### src/rtl/mod_counter_p.sv
// mod_counter_p: parametrised modulo / saturating up-down counter with
// prescaler, synchronous clear and parallel load, a registered
// terminal-count pulse (tc) and a sticky boundary-event flag (ovf).
//
// Optional feature, enabled by defining MOD_COUNTER_P_CAPTURE_EN:
//   adds cap_stb / cap_val, a snapshot register that latches the count
//   value present before the edge on which cap_stb is high.
//
// Parameters:
//   WIDTH    counter width in bits (1..32)
//   MODULUS  count range 0..MODULUS-1; 0 selects the full 2^WIDTH range
//   PRESCALE enabled cycles per count step (1..65535)
//   SATURATE 0 = wrap at the bounds, 1 = hold at the bounds
module mod_counter_p #(
  parameter int unsigned     WIDTH    = 8,
  parameter longint unsigned MODULUS  = 0,
  parameter int unsigned     PRESCALE = 1,
  parameter int unsigned     SATURATE = 0
) (
  input  logic             clk,
  input  logic             rst,
  input  logic             en,
  input  logic             up,
  input  logic             clear,
  input  logic             load,
  input  logic [WIDTH-1:0] load_val,
`ifdef MOD_COUNTER_P_CAPTURE_EN
  input  logic             cap_stb,
  output logic [WIDTH-1:0] cap_val,
`endif
  output logic [WIDTH-1:0] count,
  output logic             tc,
  output logic             ovf
);

  // Upper bound of the count range. MODULUS may equal 2^WIDTH, so it is
  // carried as a 64-bit parameter and reduced to WIDTH bits only after the
  // subtraction.
  localparam logic [WIDTH-1:0] MAX_VAL =
    (MODULUS != 0) ? WIDTH'(MODULUS - 1) : {WIDTH{1'b1}};

  // Prescaler width; a PRESCALE of 1 still gets a 1-bit register that
  // simply never leaves zero.
  localparam int unsigned PS_W    = (PRESCALE > 1) ? $clog2(PRESCALE) : 1;
  localparam logic [PS_W-1:0] PS_LAST = PS_W'(PRESCALE - 1);
  localparam logic [PS_W-1:0] PS_ONE  = PS_W'(1);

  localparam logic [WIDTH-1:0] CNT_ONE  = WIDTH'(1);
  localparam logic [WIDTH-1:0] CNT_ZERO = '0;

  localparam bit SAT_MODE = (SATURATE != 0);

  // One action per edge, in priority order (rst is handled in the
  // register process itself).
  typedef enum logic [2:0] {
    ACT_HOLD,    // en low: everything holds
    ACT_CLEAR,   // synchronous restart
    ACT_LOAD,    // parallel load, clamped to MAX_VAL
    ACT_TICK,    // enabled cycle that only advances the prescaler
    ACT_STEP     // enabled cycle that moves the count
  } act_e;

  // Registered state
  logic [WIDTH-1:0] count_q, count_d;
  logic [PS_W-1:0]  ps_q,    ps_d;
  logic             tc_q,    tc_d;
  logic             ovf_q,   ovf_d;

  // Decode helpers
  act_e             act;
  logic             step_due;
  logic             at_max;
  logic             at_zero;
  logic             bound_hit;
  logic [WIDTH-1:0] load_clamped;
  logic [WIDTH-1:0] count_inc;
  logic [WIDTH-1:0] count_dec;

  // Decode which single action applies on this edge.
  always_comb begin
    // NOTE: every variable written in an always_comb gets a default first so
    // no path leaves it unassigned; that is what keeps latches from being
    // inferred.
    act      = ACT_HOLD;
    step_due = en && (ps_q == PS_LAST);

    if (clear) begin
      act = ACT_CLEAR;
    end else if (load) begin
      act = ACT_LOAD;
    end else if (en) begin
      act = step_due ? ACT_STEP : ACT_TICK;
    end
  end

  // Boundary detection and the candidate next-count values. The bounds are
  // compared explicitly, so a non-power-of-two modulus never depends on the
  // natural WIDTH-bit rollover.
  always_comb begin
    at_max       = (count_q == MAX_VAL);
    at_zero      = (count_q == CNT_ZERO);
    bound_hit    = up ? at_max : at_zero;
    load_clamped = (load_val > MAX_VAL) ? MAX_VAL : load_val;
    count_inc    = count_q + CNT_ONE;
    count_dec    = count_q - CNT_ONE;
  end

  // Next-state logic for count, prescaler, tc and ovf.
  always_comb begin
    count_d = count_q;
    ps_d    = ps_q;
    tc_d    = 1'b0;   // tc is a single-cycle pulse unless an event re-arms it
    ovf_d   = ovf_q;

    unique case (act)
      ACT_CLEAR: begin
        count_d = CNT_ZERO;
        ps_d    = '0;
        ovf_d   = 1'b0;
      end

      ACT_LOAD: begin
        // ovf is sticky across a load; only clear or rst drop it.
        count_d = load_clamped;
        ps_d    = '0;
      end

      ACT_TICK: begin
        ps_d = ps_q + PS_ONE;
      end

      ACT_STEP: begin
        ps_d = '0;
        if (bound_hit) begin
          // Wrap or saturate event: both raise tc and ovf. In saturate mode
          // every blocked step is its own event.
          tc_d  = 1'b1;
          ovf_d = 1'b1;
          if (SAT_MODE) begin
            count_d = count_q;
          end else begin
            count_d = up ? CNT_ZERO : MAX_VAL;
          end
        end else begin
          count_d = up ? count_inc : count_dec;
        end
      end

      default: begin
        // ACT_HOLD: prescaler and count hold while en is low.
      end
    endcase
  end

  // State register with synchronous active-high reset.
  always_ff @(posedge clk) begin
    // NOTE: sequential state uses non-blocking assignments so every flop
    // samples its _d value from before the edge, independent of statement
    // order.
    if (rst) begin
      count_q <= CNT_ZERO;
      ps_q    <= '0;
      tc_q    <= 1'b0;
      ovf_q   <= 1'b0;
    end else begin
      count_q <= count_d;
      ps_q    <= ps_d;
      tc_q    <= tc_d;
      ovf_q   <= ovf_d;
    end
  end

  assign count = count_q;
  assign tc    = tc_q;
  assign ovf   = ovf_q;

`ifdef MOD_COUNTER_P_CAPTURE_EN
  logic [WIDTH-1:0] cap_val_q, cap_val_d;

  // Snapshot the pre-update count on a strobe; clear and load leave it alone.
  always_comb begin
    cap_val_d = cap_stb ? count_q : cap_val_q;
  end

  // Capture register, reset only by rst.
  always_ff @(posedge clk) begin
    if (rst) begin
      cap_val_q <= CNT_ZERO;
    end else begin
      cap_val_q <= cap_val_d;
    end
  end

  assign cap_val = cap_val_q;
`endif

endmodule

### config.mk
export PLATFORM = sky130hd
export DESIGN_NAME = mod_counter_p
export DESIGN_NICKNAME = d
export VERILOG_FILES = /design/src/rtl/mod_counter_p.sv
export SDC_FILE = /design/constraint.sdc
export NUM_CORES = 1
export LEC_CHECK = 0
export CAP_MARGIN = 20
export CORE_MARGIN = 5
export CORE_UTILIZATION = 45
export DETAILED_ROUTE_END_ITERATION = 12
export PLACE_DENSITY = 0.75
export SYNTH_ARGS = -nofsm -noshare
export SYNTH_HDL_FRONTEND = slang
export SYNTH_SLANG_ARGS = --single-unit
### constraint.sdc
create_clock -name clk -period 4.4 [get_ports clk]
set_input_delay 0.88 -clock clk [delete_from_list [all_inputs] [get_ports clk]]
set_output_delay 0.88 -clock clk [all_outputs]
set_load 0.02 [all_outputs]
---- After elaboration in Yosys (flattened, before gate mapping) ----
Index checks and enable logic that the tools add are counted.
storage, ports and cells
  latch bits .............................. 0
  logic and storage cells ................. 38
  bits in registers ....................... 11
  memories ................................ 0
  ROM bits ................................ 0
  bits in writable memories ............... 0
operators by class
  shift-type cells ........................ 0
  multipliers ............................. 0
  equal/unequal tests ..................... 6
  multiplexer cells ....................... 14
  bitwise gates (word level) .............. 2
  reduce and logical (&&, ||, !) cells .... 8
  add/subtract/negate cells ............... 3
  divide/modulo/power cells ............... 0
  $lt $le $gt $ge ......................... 1
operators with widths
  kind                                                                    count
  8-bit 2-to-1 mux                                                        4
  8-bit one-hot mux with 3 select lines                                   1
  3-bit 2-to-1 mux                                                        4
  8-bit by 1-bit adder with 8-bit output (second input constant)          1
  8-bit equality test (second input constant)                             1
  8-bit greater-than comparator (second input constant)                   1
  8-bit zero test                                                         1
  8-bit by 1-bit subtractor with 8-bit output (second input constant)     1
  3-bit by 2-bit equality test with 1-bit output (second input constant)  2
  1-bit one-hot mux with 2 select lines                                   2
  2-bit nonzero test                                                      2
  3-bit by 1-bit equality test with 1-bit output (second input constant)  1
  3-bit equality test (second input constant)                             1
  1-bit 2-to-1 mux                                                        3
  3-bit nonzero test                                                      1
  3-bit OR reduction                                                      1
  2-bit inequality test (second input constant)                           1
  1-bit inverter                                                          2
  2-bit AND reduction                                                     1
  2-bit OR reduction                                                      1
  1-bit adder (second input constant)                                     1
  1-bit logical AND                                                       1

---- Longest topological paths before layout ----
  word-level depth ........................ 9
  mapped depth ............................ 7
  depth with buffers taken out ............ 7

---- Worst setup path after synthesis ----
Ideal clock, no wire load.
  path type ............................... input-to-reg
  from .................................... input up
  to ...................................... register count_q[7] (netlist: count[7])
  required time ........................... 4.322 ns
  stages on the path ...................... 7
  arrival ................................. 2.129 ns
  setup slack ............................. 2.194 ns
  buffers on the path ..................... 0
  path through ............................ inv_1 > ha_1 > a211oi_2 > o211ai_1 > a21o_1 > and4b_1 > nor3_1
between the ends
  longest elaborated chain between the ends .. 3
  elaborated cells between the ends (all ways) .. 5
  those cells by class .................... mux (5)
RTL lines
  element                                    line  RTL
  from (decl)                                23    input logic up,
  8-bit 2-to-1 mux (tied with other cells)   145   count_d = up ? count_inc : count_dec;
  8-bit 2-to-1 mux (*)                       134   if (bound_hit) begin
  8-bit one-hot mux with 3 select lines (*)  115   unique case (act)
  to (signal assigned)                       166   count_q <= count_d;
  to (decl)                                  64    logic [WIDTH-1:0] count_q, count_d;
Mark *: on every way between the ends. The rest lies on a longest branch, timed or not.
A chain may end at the register's enable or synchronous reset.

---- Final worst setup path ----
Same ends and word-level chain as after synthesis.

==> impl_metrics.tcl <==
set metrics [dict create \
    final-setup-viol-count 0 \
    layoutNonFillerInstCount 170 \
    r2r_cells 7 \
    final-hold-violation-count 0 \
    syn-mean-instance-area_um2 7.30 \
    io_pins 24 \
    grt_start_max_net_pins 21 \
    max_cap_viol_count 0 \
    finalWirelength_mm 2.18 \
    rsz0062_at_grt "no" \
    critical_path.cell_chain "clkdlybuf4s50_1 > inv_1 > ha_1 > a211oi_2 > o211ai_1 > a21o_1 > and4b_1 > nor3_1" \
    yosysMostFrequentCell "nor2_1" \
    number_of_max_slew_violations_in_the_final_report 0 \
    final_design_area_no_fill_um2 1150 \
    worst_path_max_delay_cell "clkdlybuf4s50_1" \
    place_congestion 0.809 \
    synth_top_area_cells "dfxtp_1 (25%), ha_1 (8.6%), nor2_1 (8.1%)" \
    cts_max_path_bufs 2 \
    worst-endpoint-required_ps 4600 \
    timing.critical_path.from_type "input port" \
    core_area_um2 1900 \
    final_core_util 0.605 \
    cts_resized 0 \
    row_count 16 \
    hold_path_class "flop to flop" \
    synthTopCellsByCount "nor2_1 (19), a21oi_1 (13), dfxtp_1 (11)" \
    pwr_per_cell_area_nw_per_um2 235 \
    cts_tree "yes" \
    ys_seq_elements 11 \
    drc_errors 0 \
    drt.antenna.violating_nets 0 \
    full_die_area_um2 2930 \
    drt-vias-per-instance 5.44 \
    antenna_cells 0 \
    placed_cells_incl_taps 166 \
    synthArstFlopShare 0 \
    clock-skew-final_ps 6.28 \
    cp-endpoint "count[7]$_SDFFE_PP0P_" \
    cts-buffers-inserted 3 \
    drive_above_1_share 0.0629 \
    power.switching_fraction 0.332 \
    synth.distinct_cells 37 \
    numPortBuffers 23 \
    post-cts-setup-buffers 0 \
    seq_area_frac_synth 0.251 \
    starting_density_of_the_core 0.461 \
    globalRouteTotalUtil 0.174 \
    finalCriticalPeriod_ps 2740 \
    vdd_drop_max_v 0.000183 \
    postPlaceCellArea_um2 1120 \
    number_of_antenna_violations_at_the_first_check_in_global_routing 0 \
    synth-warning-count 0 \
    h-tree-depth 1 \
    timing.critical_path.arrival_ps 2940 \
    die_height_um 54.1 \
    timing.rr.end "count[6]$_SDFFE_PP0P_" \
    power.share.clock 0.256 \
    intPower_mw 0.180 \
    sequential_cell_fraction_of_total_power 0.410 \
    regToRegStartpoint "count[0]$_SDFFE_PP0P_" \
    drtPass1Iterations 4 \
    hpwlAfterDp_mm 1.75 \
    worst_setup_path_startpoint "up" \
    post_drt_wl_per_cell_um 12.8 \
    timing.critical_path.to_type "flop" \
    clk_latency_worst_skew_pair_ps 270 \
    post-route-period-util 0.624 \
    synthCells 120 \
    cts_hold_repair.buffers 0 \
    drt_iter0_drc 15 \
    cts_sinks 11 \
    fmax_mhz 364 \
    totalNegativeSetupSlack_ps 0 \
    timing.max_slew.rel_slack 0.582 \
    synth.cell_area_um2 876 \
    worst_setup_slack_for_register_to_register_paths_ps 2410 \
    first_global_vias 880 \
    synth_top_flop_cell "dfxtp_1" \
    timing.setup.critical_path_class "input port to flop" \
    root_buffer "clkbuf_4" \
    areaGrowthSynthToFinish_pct 31.3 \
    cp_max_fo 6 \
    tightest_slew_ps 625 \
    chipWidth_um 54.1 \
    max_stage_delay_ps 590 \
    pwr-share-comb 0.334 \
    sw_pwr_mw 0.0897 \
    grt_first_pass_wirelength_mm 3.70 \
    yosys.area.top_type "dfxtp_1" \
    number_of_flops_mapped_to_enable_cells_by_yosys 0 \
    power.leakage_nw 0.438 \
    route.vias.total 925 \
    clk_transition_reported_paths_ps 70 \
    grt-ovfl-total 0 \
    synth_fp_nets 141 \
    fin_nets 165 \
    run_status "finished, final reports clean" \
    yosys.area.top_type_share 0.251 \
]
[flip-flops by register name (all words and copies together) (netlist names)]
signal,flops
ps_q,1
tc,1
ovf,1
count,8
[metal layers]
metal	wire (µm)	vias up	track usage
li1	-	470	-
met1	966	430	0.200
met2	1070	21	0.300
met3	111	4	0.0609
met4	33	0	0.0498
met5	0	-	0
[area by class of cell]
| type | instances | area, µm² |
|---|---|---|
| Clock buffer | 3 | 22.5 |
| Tap cell | 27 | 33.8 |
| Multi-Input combinational cell | 100 | 619 |
| Fill cell | 188 | 752 |
| Clock inverter | 1 | 5.00 |
| Timing Repair Buffer | 23 | 230 |
| Inverter | 5 | 18.8 |
| Sequential cell | 11 | 220 |
[placed cells by master, fill, tap and decap left out, types with 2 or more instances in the layout]
master            n
o21ai_0           5
nand3b_1          2
o22ai_1           3
nor2_1           19
nand3_1           2
nand2b_1          4
a21oi_1          13
xor2_1            3
o21ai_1           2
nor4_1            2
and2_1            2
nor2b_1           3
ha_1              6
dfxtp_1          11
xnor2_1           2
inv_1             5
nand2_1          10
o211ai_1          2
clkdlybuf4s50_1  23
nor3_1            5
clkbuf_4          3
[power by group through the flow]
stage | combinational [mW] | clock [mW] | sequential (mW)
after floorplan | 0.0534 | 0 | 0.116
after global placement | 0.0884 | 0 | 0.113
after detailed placement | 0.0904 | 0 | 0.113
after CTS | 0.0909 | 0.0723 | 0.110
after global routing | 0.101 | 0.0762 | 0.111
final | 0.0903 | 0.0692 | 0.111
[worst min path at each step]
stage / endpoint / start / cells after the start / slack [ps]
6_report: ps_q$_SDFFE_PP0P_ / ps_q$_SDFFE_PP0P_ / 1 / 480
5_1_grt: ps_q$_SDFFE_PP0P_ / ps_q$_SDFFE_PP0P_ / 1 / 500
4_1_cts: ps_q$_SDFFE_PP0P_ / ps_q$_SDFFE_PP0P_ / 1 / 480
3_5_place_dp: ps_q$_SDFFE_PP0P_ / ps_q$_SDFFE_PP0P_ / 1 / 470
3_3_place_gp: ps_q$_SDFFE_PP0P_ / ps_q$_SDFFE_PP0P_ / 1 / 460
2_1_floorplan: ps_q$_SDFFE_PP0P_ / ps_q$_SDFFE_PP0P_ / 1 / 450
[worst max-delay path, delay by kind of cell]
family          cells  cell delay (ps)
buf+inv             2              760
compound gates      3              630
fa+ha+maj           1              330
simple gates        2              330
[logic make-up (layout without fill, tap and decap cells)]
| kind of cell | Yosys count | count (layout) | synth area share |
|---|---|---|---|
| AND/OR/NAND/NOR | 58 | 58 | 0.347 |
| flip-flops | 11 | 11 | 0.251 |
| AO/OA/AOI/OAI | 30 | 30 | 0.201 |
| XOR/XNOR | 5 | 5 | 0.0500 |
| adder cells (fa/ha/maj) | 7 | 7 | 0.109 |
| buffers and inverters | 9 | 32 | 0.0414 |
[metrics by stage]
stage               setup WS, ps  power, mW  hold slack (ps)
finish                      1660      0.270              476
global route                1500      0.288              504
CTS                         1650      0.274              478
detailed placement          1360      0.203              467
global placement            1460      0.201              463
floorplan                   2190      0.170              454
No activity file was read; power rests on OpenSTA's default activity.
